File: src/rtl/retire_trace_gen.sv
// Retire trace generator: filters dual-slot retirements down to register-writing
// records and emits them one per cycle in program order, buffering overflow in a FIFO.
module retire_trace_gen #(
    parameter int DEPTH = 4
) (
    input  logic        sys_clk,
    input  logic        sys_reset_n,
    input  logic        ret0_valid,
    input  logic [31:0] ret0_pc,
    input  logic        ret0_wen,
    input  logic [4:0]  ret0_waddr,
    input  logic [31:0] ret0_wdata,
    input  logic        ret1_valid,
    input  logic [31:0] ret1_pc,
    input  logic        ret1_wen,
    input  logic [4:0]  ret1_waddr,
    input  logic [31:0] ret1_wdata,
    output logic        ret_ready,
    output logic [69:0] inst_retire,
    output logic [31:0] ret_cnt
);

    localparam int AW = (DEPTH > 1) ? $clog2(DEPTH) : 1;
    localparam int CW = $clog2(DEPTH + 1);
    localparam logic [CW-1:0] READY_MAX = CW'(DEPTH - 2);

    logic [69:0]   mem [DEPTH];
    logic [AW-1:0] wr_ptr;
    logic [AW-1:0] rd_ptr;
    logic [AW-1:0] wr_ptr_p1;
    logic [CW-1:0] count;

    logic [69:0]   rec0;
    logic [69:0]   rec1;
    logic          rec0_ok;
    logic          rec1_ok;

    logic [69:0]   out_rec;
    logic          deq;
    logic [1:0]    enq_cnt;
    logic          wr_a_en;
    logic          wr_b_en;
    logic [69:0]   wr_a_data;
    logic [69:0]   wr_b_data;

    // Only registered occupancy feeds ret_ready, so upstream sees no comb loop.
    assign ret_ready = (count <= READY_MAX);

    assign rec0 = {ret0_wen, ret0_waddr, ret0_wdata, ret0_pc};
    assign rec1 = {ret1_wen, ret1_waddr, ret1_wdata, ret1_pc};

    assign rec0_ok = ret0_valid & ret_ready & ret0_wen & (ret0_waddr != 5'd0);
    assign rec1_ok = ret1_valid & ret_ready & ret1_wen & (ret1_waddr != 5'd0);

    assign wr_ptr_p1 = wr_ptr + 1'b1;

    // Oldest pending record goes out; whatever is left is queued behind the FIFO contents.
    always_comb begin
        out_rec   = '0;
        deq       = 1'b0;
        enq_cnt   = 2'd0;
        wr_a_en   = 1'b0;
        wr_b_en   = 1'b0;
        wr_a_data = rec0;
        wr_b_data = rec1;
        if (count != '0) begin
            out_rec = mem[rd_ptr];
            deq     = 1'b1;
            if (rec0_ok && rec1_ok) begin
                wr_a_en = 1'b1;
                wr_b_en = 1'b1;
                enq_cnt = 2'd2;
            end else if (rec0_ok) begin
                wr_a_en = 1'b1;
                enq_cnt = 2'd1;
            end else if (rec1_ok) begin
                wr_a_en   = 1'b1;
                wr_a_data = rec1;
                enq_cnt   = 2'd1;
            end
        end else if (rec0_ok) begin
            out_rec = rec0;
            if (rec1_ok) begin
                wr_a_en   = 1'b1;
                wr_a_data = rec1;
                enq_cnt   = 2'd1;
            end
        end else if (rec1_ok) begin
            out_rec = rec1;
        end
    end

    always_ff @(posedge sys_clk or negedge sys_reset_n) begin
        if (!sys_reset_n) begin
            wr_ptr      <= '0;
            rd_ptr      <= '0;
            count       <= '0;
            inst_retire <= '0;
            ret_cnt     <= '0;
        end else begin
            wr_ptr      <= wr_ptr + AW'(enq_cnt);
            rd_ptr      <= rd_ptr + AW'(deq);
            count       <= count + CW'(enq_cnt) - CW'(deq);
            inst_retire <= out_rec;
            if (out_rec[69]) begin
                ret_cnt <= ret_cnt + 32'd1;
            end
        end
    end

    // Storage is not reset; occupancy and pointers alone decide what is valid.
    always_ff @(posedge sys_clk) begin
        if (wr_a_en) begin
            mem[wr_ptr] <= wr_a_data;
        end
        if (wr_b_en) begin
            mem[wr_ptr_p1] <= wr_b_data;
        end
    end

endmodule

File: config.mk
export PLATFORM = sky130hd
export DESIGN_NAME = retire_trace_gen
export DESIGN_NICKNAME = d
export VERILOG_FILES = /design/src/rtl/retire_trace_gen.sv
export SDC_FILE = /design/constraint.sdc
export NUM_CORES = 1
export LEC_CHECK = 0
export ABC_AREA = 0
export CAP_MARGIN = 5
export CORE_MARGIN = 2
export CORE_UTILIZATION = 45
export CTS_BUF_LIST = sky130_fd_sc_hd__clkbuf_8
export DETAILED_ROUTE_END_ITERATION = 6
export PLACE_DENSITY = 0.75
export SETUP_SLACK_MARGIN = 0.5
export SLEW_MARGIN = 5
export SYNTH_ARGS = -nofsm -noshare
export SYNTH_HDL_FRONTEND = slang
export SYNTH_SLANG_ARGS = --single-unit
File: constraint.sdc
create_clock -name sys_clk -period 13.75 [get_ports sys_clk]
set_input_delay 1.375 -clock sys_clk [delete_from_list [all_inputs] [get_ports sys_clk]]
set_output_delay 1.375 -clock sys_clk [all_outputs]
set_load 0.03 [all_outputs]
==> impl_metrics.py, run 1 <==
metrics = {
    "logic_synthesis": {
        "synth-xor-area-share_pct": 1.69,
        "synth_common_cells": "edfxtp_1, mux2_2, mux2_1",
        "ys_types": 53,
        "synthAdderAreaFrac_pct": 0.644,
        "synth_top_area_cell": "edfxtp_1",
        "syn_inst": 1223,
        "synth_fp_nets": 1376,
        "synth_edf_count": 280,
        "synth.most_common_cell": "edfxtp_1",
        "ys_ff_latch": 389,
        "synth_compound_area_share_pct": 6.07,
        "ys_async_sr_fraction_pct": 28.0,
        "synth_top_family_by_area": "multiplexers",
        "avgSynthCellArea_um2": 15.3,
        "synthSimpleGateAreaFrac_pct": 4.26,
        "yosys_warnings": 0,
        "synth_top_cell_area_share_pct": 45.1,
        "synth.area.mux_share_pct": 25.1,
        "ys_seq_area_share_pct": 59.7,
        "yosys_most_used_dff": "edfxtp_1",
        "synth_area_um2": 18700,
        "yosys-top-cells-area": "edfxtp_1, dfrtp_1, mux2_2",
    },
    "clocking": {
        "numCtsBuffers": 69,
        "cts_hold_buf": 0,
        "clkTransAtPathRegs_ns": 0.06,
        "cts_resized": 0,
        "cts_root_buffer": "clkbuf_8",
        "cts_tree": "yes",
        "cts_num_sinks": 389,
        "clk_latency_ns": 0.59,
        "post_cts_buffers": 0,
        "htreeDepth": 3,
        "cts_max_path_buffers": 3,
    },
    "power_and_ir_drop": {
        "vdd_drop_max_v": 0.000116,
        "p_int_uw": 3000,
        "comb_power_share_pct": 40.9,
        "sw_frac_of_total_pct": 35.5,
        "netSwitchingPower_uw": 1650,
        "clkPwrFrac_pct": 21.7,
        "power_leakage_uw": 0.00820,
        "p_per_area_nw_per_um2": 203,
        "p_seq_share_pct": 37.3,
    },
    "global_route": {
        "grt_overflow": 0,
        "grt_pass1_wl_mm": 72.9,
        "grt_pass1_vias": 12500,
        "gr-usage-all-layers_pct": 21.8,
        "grt_max_degree": 88,
        "antenna_found_initial": 6,
    },
    "finish": {
        "fin_util_pct": 55.9,
        "nFillCells": 3303,
        "num-nets-final": 1624,
        "fin_area_um2": 22900,
        "multi_input_area_um2": 7140,
        "area_delta_synth_final_pct": 22.7,
        "drive_above_1_share_pct": 23.2,
        "final-seq-area_um2": 11100,
    },
    "sta": {
        "finalSetupTns_ns": 0,
        "setup_viol": 0,
        "hold_viol": 0,
        "rsz0062_at_grt": "false",
        "max_freq_mhz": 187,
        "slew_viol_final": 0,
        "skew_ns": 0.0185,
        "worstMarginPinSlew_ns": 1.18,
        "fin_crit_sh_pct": 39.0,
        "period_needed_ns": 5.36,
        "whs_ns": 0.478,
        "slew_headroom_pct": 21.5,
    },
    "floorplanning": {
        "start_util_pct": 45.6,
        "ios": 247,
        "die_h_um": 208,
        "dieArea_um2": 43100,
        "die_width_um": 208,
        "rows": 74,
        "core_um2": 40900,
    },
    "route": {
        "drc": 0,
        "via_count": 11800,
        "wirelength_mm": 47.0,
        "antenna_left": 0,
        "drt_iter0_drc": 936,
        "vias_per_cell": 5.73,
        "dr.pass1.iters": 5,
        "wire_per_inst_um": 22.9,
    },
    "job": {
        "maxCapViolations": 0,
    },
    "placed_design": {
        "dpl.hpwl_mm": 27.2,
        "portBuffers": 246,
        "placed_area_um2": 21600,
        "gp_congestion": 0.817,
    },
    "worst_setup_path": {
        "worstSetupPathType": "in -> reg",
        "start_kind": "input pin",
        "critPathArrivalTime_ns": 5.68,
        "path_max_fanout": 48,
        "required_ns": 14.07,
        "r2r-end": "mem[3][65]$_DFFE_PP_",
        "rrSetupSlack_ns": 9.32,
        "r2r-start": "count[0]$_DFF_PN0_",
        "end_kind": "flop",
        "ff2ff_path_depth": 8,
    },
    "status": {
        "outcome": "finished, final reports clean",
    },
    "min_path": {
        "hp-class": "reg -> reg",
        "holdPathStages": 1,
        "hold_start": "ret_cnt[31]$_DFFE_PN0P_",
        "whs_endpoint": "ret_cnt[31]$_DFFE_PN0P_",
    },
}
placed cells by master (no fill, tap or decap), types with 9 or more instances in the layout:
cell             instances
edfxtp_1               280
nor2_1                  13
nand3_1                 18
clkdlybuf4s50_1        245
dfrtp_1                107
nand4_1                 12
inv_1                   42
and3_1                   9
o21ai_1                 22
a22oi_1                 67
mux2_1                 111
xnor2_1                 26
clkbuf_8                77
mux2_2                 162
o21ai_0                 51
buf_4                   18
xor2_1                  10
mux4_2                  70
nand2_1                 90
layout make-up:
cell class                      count  share of cell area [%]
Antenna cell                        3                  0.0328
Clock buffer                       77                    4.63
Clock inverter                     46                    1.02
Tap cell                          532                    2.91
Inverter                           14                   0.240
Multi-Input combinational cell    734                    31.2
Sequential cell                   389                    48.7
Timing Repair Buffer              263                    11.3
state kept, by name (all words and copies together) (netlist names):
signal / count
mem: 280
inst_retire: 70
ret_cnt: 32
count: 3
rd_ptr: 2
wr_ptr: 2
metrics by stage:
| stage | worst slack, ns | cells | total power (uW) |
|---|---|---|---|
| finish | 8.39 | 2058 | 4650 |
| global route | 8.26 | 2057 | 4880 |
| CTS | 8.47 | 2055 | 4700 |
| detailed placement | 7.85 | 1932 | 3680 |
| global placement | 7.93 | 1932 | 3640 |
| floorplan | 7.00 | 1223 | 3040 |
critical path: stages:
cell and delay (ns):
clkdlybuf4s50_1 0.53, or4_4 0.60, o211ai_4 0.31, inv_2 0.27, ha_1 0.44, nand2_1 0.13
nand2_1 0.09, o21ai_4 0.66, buf_4 0.78, mux2_2 0.42
routing by layer:
| layer | vias to the layer above | routed length [um] | track usage [%] |
|---|---|---|---|
| met5 | - | 39 | 0 |
| met2 | 482 | 22700 | 35.7 |
| met1 | 5950 | 19700 | 28.9 |
| met4 | 6 | 847 | 6.41 |
| met3 | 73 | 3760 | 5.34 |
| li1 | 5286 | - | - |
worst max-delay path by stage:
stage	to	from
finish	mem[3][65]$_DFFE_PP_	ret0_waddr[1]
global route	mem[1][3]$_DFFE_PP_	ret0_waddr[1]
CTS	mem[3][65]$_DFFE_PP_	ret0_waddr[1]
detailed placement	mem[3][2]$_DFFE_PP_	ret0_waddr[1]
global placement	mem[1][57]$_DFFE_PP_	ret0_waddr[1]
floorplan	mem[3][0]$_DFFE_PP_	ret0_wen
cells by family (layout without fill, tap and decap cells):
group,count (synthesis),in the layout
DFF,389,389
xor gates and xnor gates,36,36
muxes,347,347
buffers and inverters,100,400
AOI/OAI and AO/OA,172,172
adders and majority gates,9,9
and+or+nand+nor,170,170
other,0,3
power by group through the flow:
| stage | sequential (uW) | clock [uW] | combinational (uW) |
|---|---|---|---|
| CTS | 1740 | 1040 | 1920 |
| global placement | 1760 | 0 | 1890 |
| detailed placement | 1760 | 0 | 1910 |
| finish | 1740 | 1010 | 1900 |
| global route | 1760 | 1090 | 2030 |
| floorplan | 1910 | 0 | 1120 |
Power figures use the tool's default switching activity.
==> inputs of run 2 (changes only) <==
PLACE_DENSITY = 0.78   (was 0.75)
clock period = 4.74 ns   (was 13.75 ns; I/O delays follow)
==> impl_metrics.py, run 2 (synthesis results as in run 1) <==
metrics = {
    "worst_setup_path": {
        "worstSetupPathType": "in -> reg",
        "start_kind": "input pin",
        "r2r-end": "count[2]$_DFF_PN0_",
        "slowest_stage": "nor3_2",
        "path_cells": "clkdlybuf4s50_1 > or4_4 > o211ai_4 > clkinv_2 > ha_1 > nor3_2 > o21ai_4 > buf_4 > mux2_1",
        "r2r-start": "count[0]$_DFF_PN0_",
        "critPathArrivalTime_ns": 4.07,
        "required_ns": 5.08,
        "path_max_fanout": 29,
        "rrSetupSlack_ns": 1.25,
        "max_stage_delay_ns": 0.71,
        "end_kind": "flop",
        "ff2ff_path_depth": 15,
    },
    "clocking": {
        "clkTransAtPathRegs_ns": 0.06,
        "cts_max_path_buffers": 3,
        "htreeDepth": 3,
        "post_cts_buffers": 0,
        "cts_resized": 0,
        "cts_root_buffer": "clkbuf_8",
        "numCtsBuffers": 69,
        "cts_hold_buf": 0,
        "cts_tree": "yes",
        "cts_num_sinks": 389,
        "clk_latency_ns": 0.62,
    },
    "sta": {
        "worstMarginPinSlew_ns": 0.986,
        "hold_viol": 0,
        "rsz0062_at_grt": "false",
        "skew_ns": 0.0284,
        "max_freq_mhz": 268,
        "whs_ns": 0.0447,
        "setup_viol": 0,
        "fin_crit_sh_pct": 78.8,
        "slew_viol_final": 0,
        "period_needed_ns": 3.73,
        "slew_headroom_pct": 34.3,
        "setup_slack_ns": 1.01,
    },
    "floorplanning": {
        "ios": 247,
        "start_util_pct": 45.6,
        "rows": 74,
        "die_h_um": 208,
        "die_width_um": 208,
        "dieArea_um2": 43100,
        "core_um2": 40900,
    },
    "finish": {
        "regMostFlops": "mem",
        "fin_area_um2": 23200,
        "reg_top3": "mem (280), inst_retire (70), ret_cnt (32)",
        "mostFrequentLayoutCell": "edfxtp_1",
        "final_cell_mix": "edfxtp_1, clkdlybuf4s50_1, mux2_2, mux2_1, dfrtp_1",
        "drive_above_1_share_pct": 24.3,
        "largest_reg_flops": 280,
        "num-nets-final": 1634,
        "area_delta_synth_final_pct": 24.1,
    },
    "route": {
        "drc": 0,
        "wire_per_inst_um": 22.6,
        "vias_per_cell": 5.75,
        "drt_iter0_drc": 882,
        "via_count": 11900,
        "dr.pass1.iters": 5,
        "wirelength_mm": 46.9,
        "antenna_left": 0,
    },
    "global_route": {
        "grt_pass1_vias": 12500,
        "antenna_found_initial": 5,
        "grt_pass1_wl_mm": 72.8,
        "gr-usage-all-layers_pct": 21.6,
        "grt_overflow": 0,
        "grt_max_degree": 77,
    },
    "status": {
        "outcome": "finished, final reports clean",
    },
    "power_and_ir_drop": {
        "vdd_drop_max_v": 0.000326,
        "p_per_area_nw_per_um2": 595,
        "p_total_uw": 13800,
        "power_leakage_uw": 0.00833,
    },
    "placed_design": {
        "pre_cts_slack_ns": 0.460,
        "dpl.hpwl_mm": 27.5,
        "gp_congestion": 0.835,
        "portBuffers": 246,
        "placed_area_um2": 21800,
    },
    "min_path": {
        "hp-class": "in -> async",
    },
    "job": {
        "maxCapViolations": 0,
    },
}
-- run 2: changes by cell type in the layout (fill, tap and decap cells not counted), sizes merged --
cell,previous run,this run
buf,18,28
bufinv,2,1
clkbuf,77,87
clkinv,12,8
-- run 2: worst max-delay path: cells and delay by family --
kind	cells	cell delay, ns
AO/OA/AOI/OAI	2	0.47
adder cells (fa/ha/maj)	1	0.37
buffers and inverters	3	1.04
multiplexers	1	0.37
AND/OR/NAND/NOR	2	1.32
-- run 2: power breakdown --
part	switching [uW]	internal (uW)
Clock	1420	1710
Sequential	366	4600
Combinational	3090	2590
-- run 2: layer usage --
metal / GRT usage, % / vias up / part of all wire [%]
li1: - / 5314 / -
met3: 4.90 / 77 / 7.5
met5: 0 / - / 0.051
met1: 28.7 / 6053 / 41
met2: 35.5 / 471 / 49
met4: 6.82 / 4 / 2.1
-- run 2: final cells by class --
class	instances	area, um2
diodes	3	7.51
clock buffers	87	1200
clock inverters	41	198
fillers	3265	17800
inverters	14	56.3
multi-input cells	734	7140
flip-flops and latches	389	11100
well taps	532	666
repair buffers	273	2750
-- run 2: how the worst max path moves through the flow --
stage / to / slack [ns] / from
2_1_floorplan: mem[3][0]$_DFFE_PP_ / -0.02 / count[0]$_DFF_PN0_
3_3_place_gp: mem[1][36]$_DFFE_PP_ / 0.57 / ret0_waddr[1]
3_5_place_dp: mem[0][44]$_DFFE_PP_ / 0.46 / ret0_waddr[1]
4_1_cts: mem[0][47]$_DFFE_PP_ / 1.12 / ret0_waddr[1]
5_1_grt: mem[3][52]$_DFFE_PP_ / 0.87 / ret0_waddr[1]
6_report: mem[1][36]$_DFFE_PP_ / 1.01 / ret0_waddr[1]
-- run 2: through the flow --
step / TNS [ns] / util [%] / cells
2_1_floorplan: -2.05 / - / 1223
3_3_place_gp: 0 / 53.2 / 1942
3_5_place_dp: 0 / 53.2 / 1942
4_1_cts: 0 / 56.6 / 2070
5_1_grt: 0 / 56.6 / 2073
6_report: 0 / 56.6 / 2073
==> inputs of run 3 (changes only) <==
clock period = 3.05 ns   (was 4.74 ns; I/O delays follow)
==> impl_metrics.py, run 3 (synthesis results as in run 1) <==
metrics = {
    "status": {
        "outcome": "finished, final reports clean",
    },
    "finish": {
        "drive_above_1_share_pct": 34.8,
        "mostFrequentLayoutCell": "edfxtp_1",
        "final-seq-area_um2": 11100,
        "final_cell_mix": "edfxtp_1, clkdlybuf4s50_1, mux2_4, dfrtp_1, mux2_2",
        "regMostFlops": "mem",
        "num-nets-final": 1741,
        "largest_reg_flops": 280,
        "multi_input_area_um2": 7760,
        "nFillCells": 2979,
        "area_delta_synth_final_pct": 36.3,
        "reg_top3": "mem (280), inst_retire (70), ret_cnt (32)",
    },
    "route": {
        "drc": 0,
        "wire_per_inst_um": 23.6,
        "dr.pass1.iters": 5,
        "drt_iter0_drc": 995,
        "vias_per_cell": 5.73,
        "antenna_left": 0,
        "wirelength_mm": 51.4,
        "via_count": 12500,
    },
    "sta": {
        "rsz0062_at_grt": "true",
        "worstMarginPinSlew_ns": 0.712,
        "skew_ns": 0.0357,
        "slew_viol_final": 0,
        "period_needed_ns": 2.58,
        "setup_viol": 0,
        "finalSetupTns_ns": 0,
        "slew_headroom_pct": 52.5,
        "setup_slack_ns": 0.467,
        "hold_viol": 0,
        "max_freq_mhz": 387,
        "fin_crit_sh_pct": 84.7,
    },
    "worst_setup_path": {
        "required_ns": 3.54,
        "critPathArrivalTime_ns": 3.07,
        "start_kind": "input pin",
        "worstSetupPathType": "in -> reg",
        "end_kind": "flop",
        "path_max_fanout": 3,
    },
    "clocking": {
        "cts_tree": "yes",
        "clkTransAtPathRegs_ns": 0.06,
        "clk_latency_ns": 0.63,
        "cts_num_sinks": 389,
        "cts_max_path_buffers": 3,
        "numCtsBuffers": 70,
        "htreeDepth": 3,
        "cts_root_buffer": "clkbuf_8",
    },
    "power_and_ir_drop": {
        "p_total_uw": 24000,
        "vdd_drop_max_v": 0.000660,
        "p_per_area_nw_per_um2": 944,
        "power_leakage_uw": 0.00987,
    },
    "floorplanning": {
        "start_util_pct": 45.6,
        "die_width_um": 208,
        "rows": 74,
        "ios": 247,
        "core_um2": 40900,
        "die_h_um": 208,
        "dieArea_um2": 43100,
    },
    "min_path": {
        "hp-class": "in -> reg",
    },
    "placed_design": {
        "pre_cts_slack_ns": -0.479,
        "gp_congestion": 0.903,
        "dpl.hpwl_mm": 31.1,
        "portBuffers": 246,
    },
    "job": {
        "maxCapViolations": 0,
    },
    "global_route": {
        "gr-usage-all-layers_pct": 23.1,
        "grt_pass1_vias": 13100,
        "antenna_found_initial": 6,
        "grt_max_degree": 99,
        "grt_overflow": 0,
        "grt_pass1_wl_mm": 76.9,
    },
}
## run 3: cell types whose count changed in the layout (fill, tap and decap cells not counted), moves of 5 or more
cell             previous run  this run
mux2_1                    111        39
clkdlybuf4s50_1           245       238
buf_12                      7        41
buf_4                      21        63
inv_1                      41        34
buf_16                      0         5
mux2_4                      0       141
buf_6                       0        10
mux2_2                    162        93
clkbuf_16                   0        13
dlygate4sd2_1               0         5
## run 3: layout make-up
type | instances | share of cell area [%]
sequential | 389 | 43.8
multi-input combinational | 734 | 30.5
clock buffer | 90 | 4.87
clock inverter | 39 | 0.841
antenna | 3 | 0.0295
inverter | 14 | 0.221
tap | 532 | 2.62
timing repair buffer | 379 | 17.1
## run 3: path summary, 6_finish.rpt
path	depth (start not counted)	end	from	slack, ns
max in group asynchronous	3	inst_retire[10]$_DFF_PN0_	sys_reset_n	2.06
worst max-delay path	15	count[2]$_DFF_PN0_	ret1_waddr[4]	0.47
worst max register to register	14	count[2]$_DFF_PN0_	count[0]$_DFF_PN0_	0.47
worst min-delay path	3	mem[3][66]$_DFFE_PP_	ret1_waddr[2]	0.19
min in group asynchronous	2	inst_retire[5]$_DFF_PN0_	sys_reset_n	0.26
worst min register to register	1	ret_cnt[31]$_DFFE_PN0P_	ret_cnt[31]$_DFFE_PN0P_	0.47
## run 3: metrics by stage
step	instances	hold WS (ns)	instance area, um2	util, %
global placement	2010	0.337	23200	56.6
CTS	2158	0.163	24900	60.9
finish	2180	0.195	25400	62.2
global route	2179	0.209	25400	62.1
floorplan	1223	0.00941	19300	-
detailed placement	2010	0.340	23200	56.6
## run 3: layer usage
layer  vias to the layer above  share of wire, %  global-route usage [%]
met3                        71               7.4                    5.11
li1                       5519                 -                       -
met5                         -             0.076                       0
met1                      6396                42                    30.9
met4                         6               1.7                    7.43
met2                       490                49                    37.7
## run 3: report_power, final
group          internal, uW  switching (uW)
clock                  2810            2190
combinational          5770            5610
sequential             7150             482
total                 15700            8280
## run 3: repair_timing
item	in CTS	in global routing
setup endpoints to repair	515	490
gates resized for setup	20	52
hold buffers	1	0
gates cloned	4	13
buffers inserted	14	6
pin swaps	9	13
endpoints found under the hold margin	55	0
## run 3: worst max-delay path, cell delays in order
cell	delay [ns]
clkdlybuf4s50_1	0.45
or4_1	0.43
o211a_4	0.27
ha_4	0.18
inv_2	0.06
nor2_2	0.03
a21o_1	0.17
inv_1	0.06
ha_1	0.22
inv_1	0.07
ha_2	0.17
inv_2	0.04
fa_2	0.32
xor2_1	0.18
xnor2_1	0.13
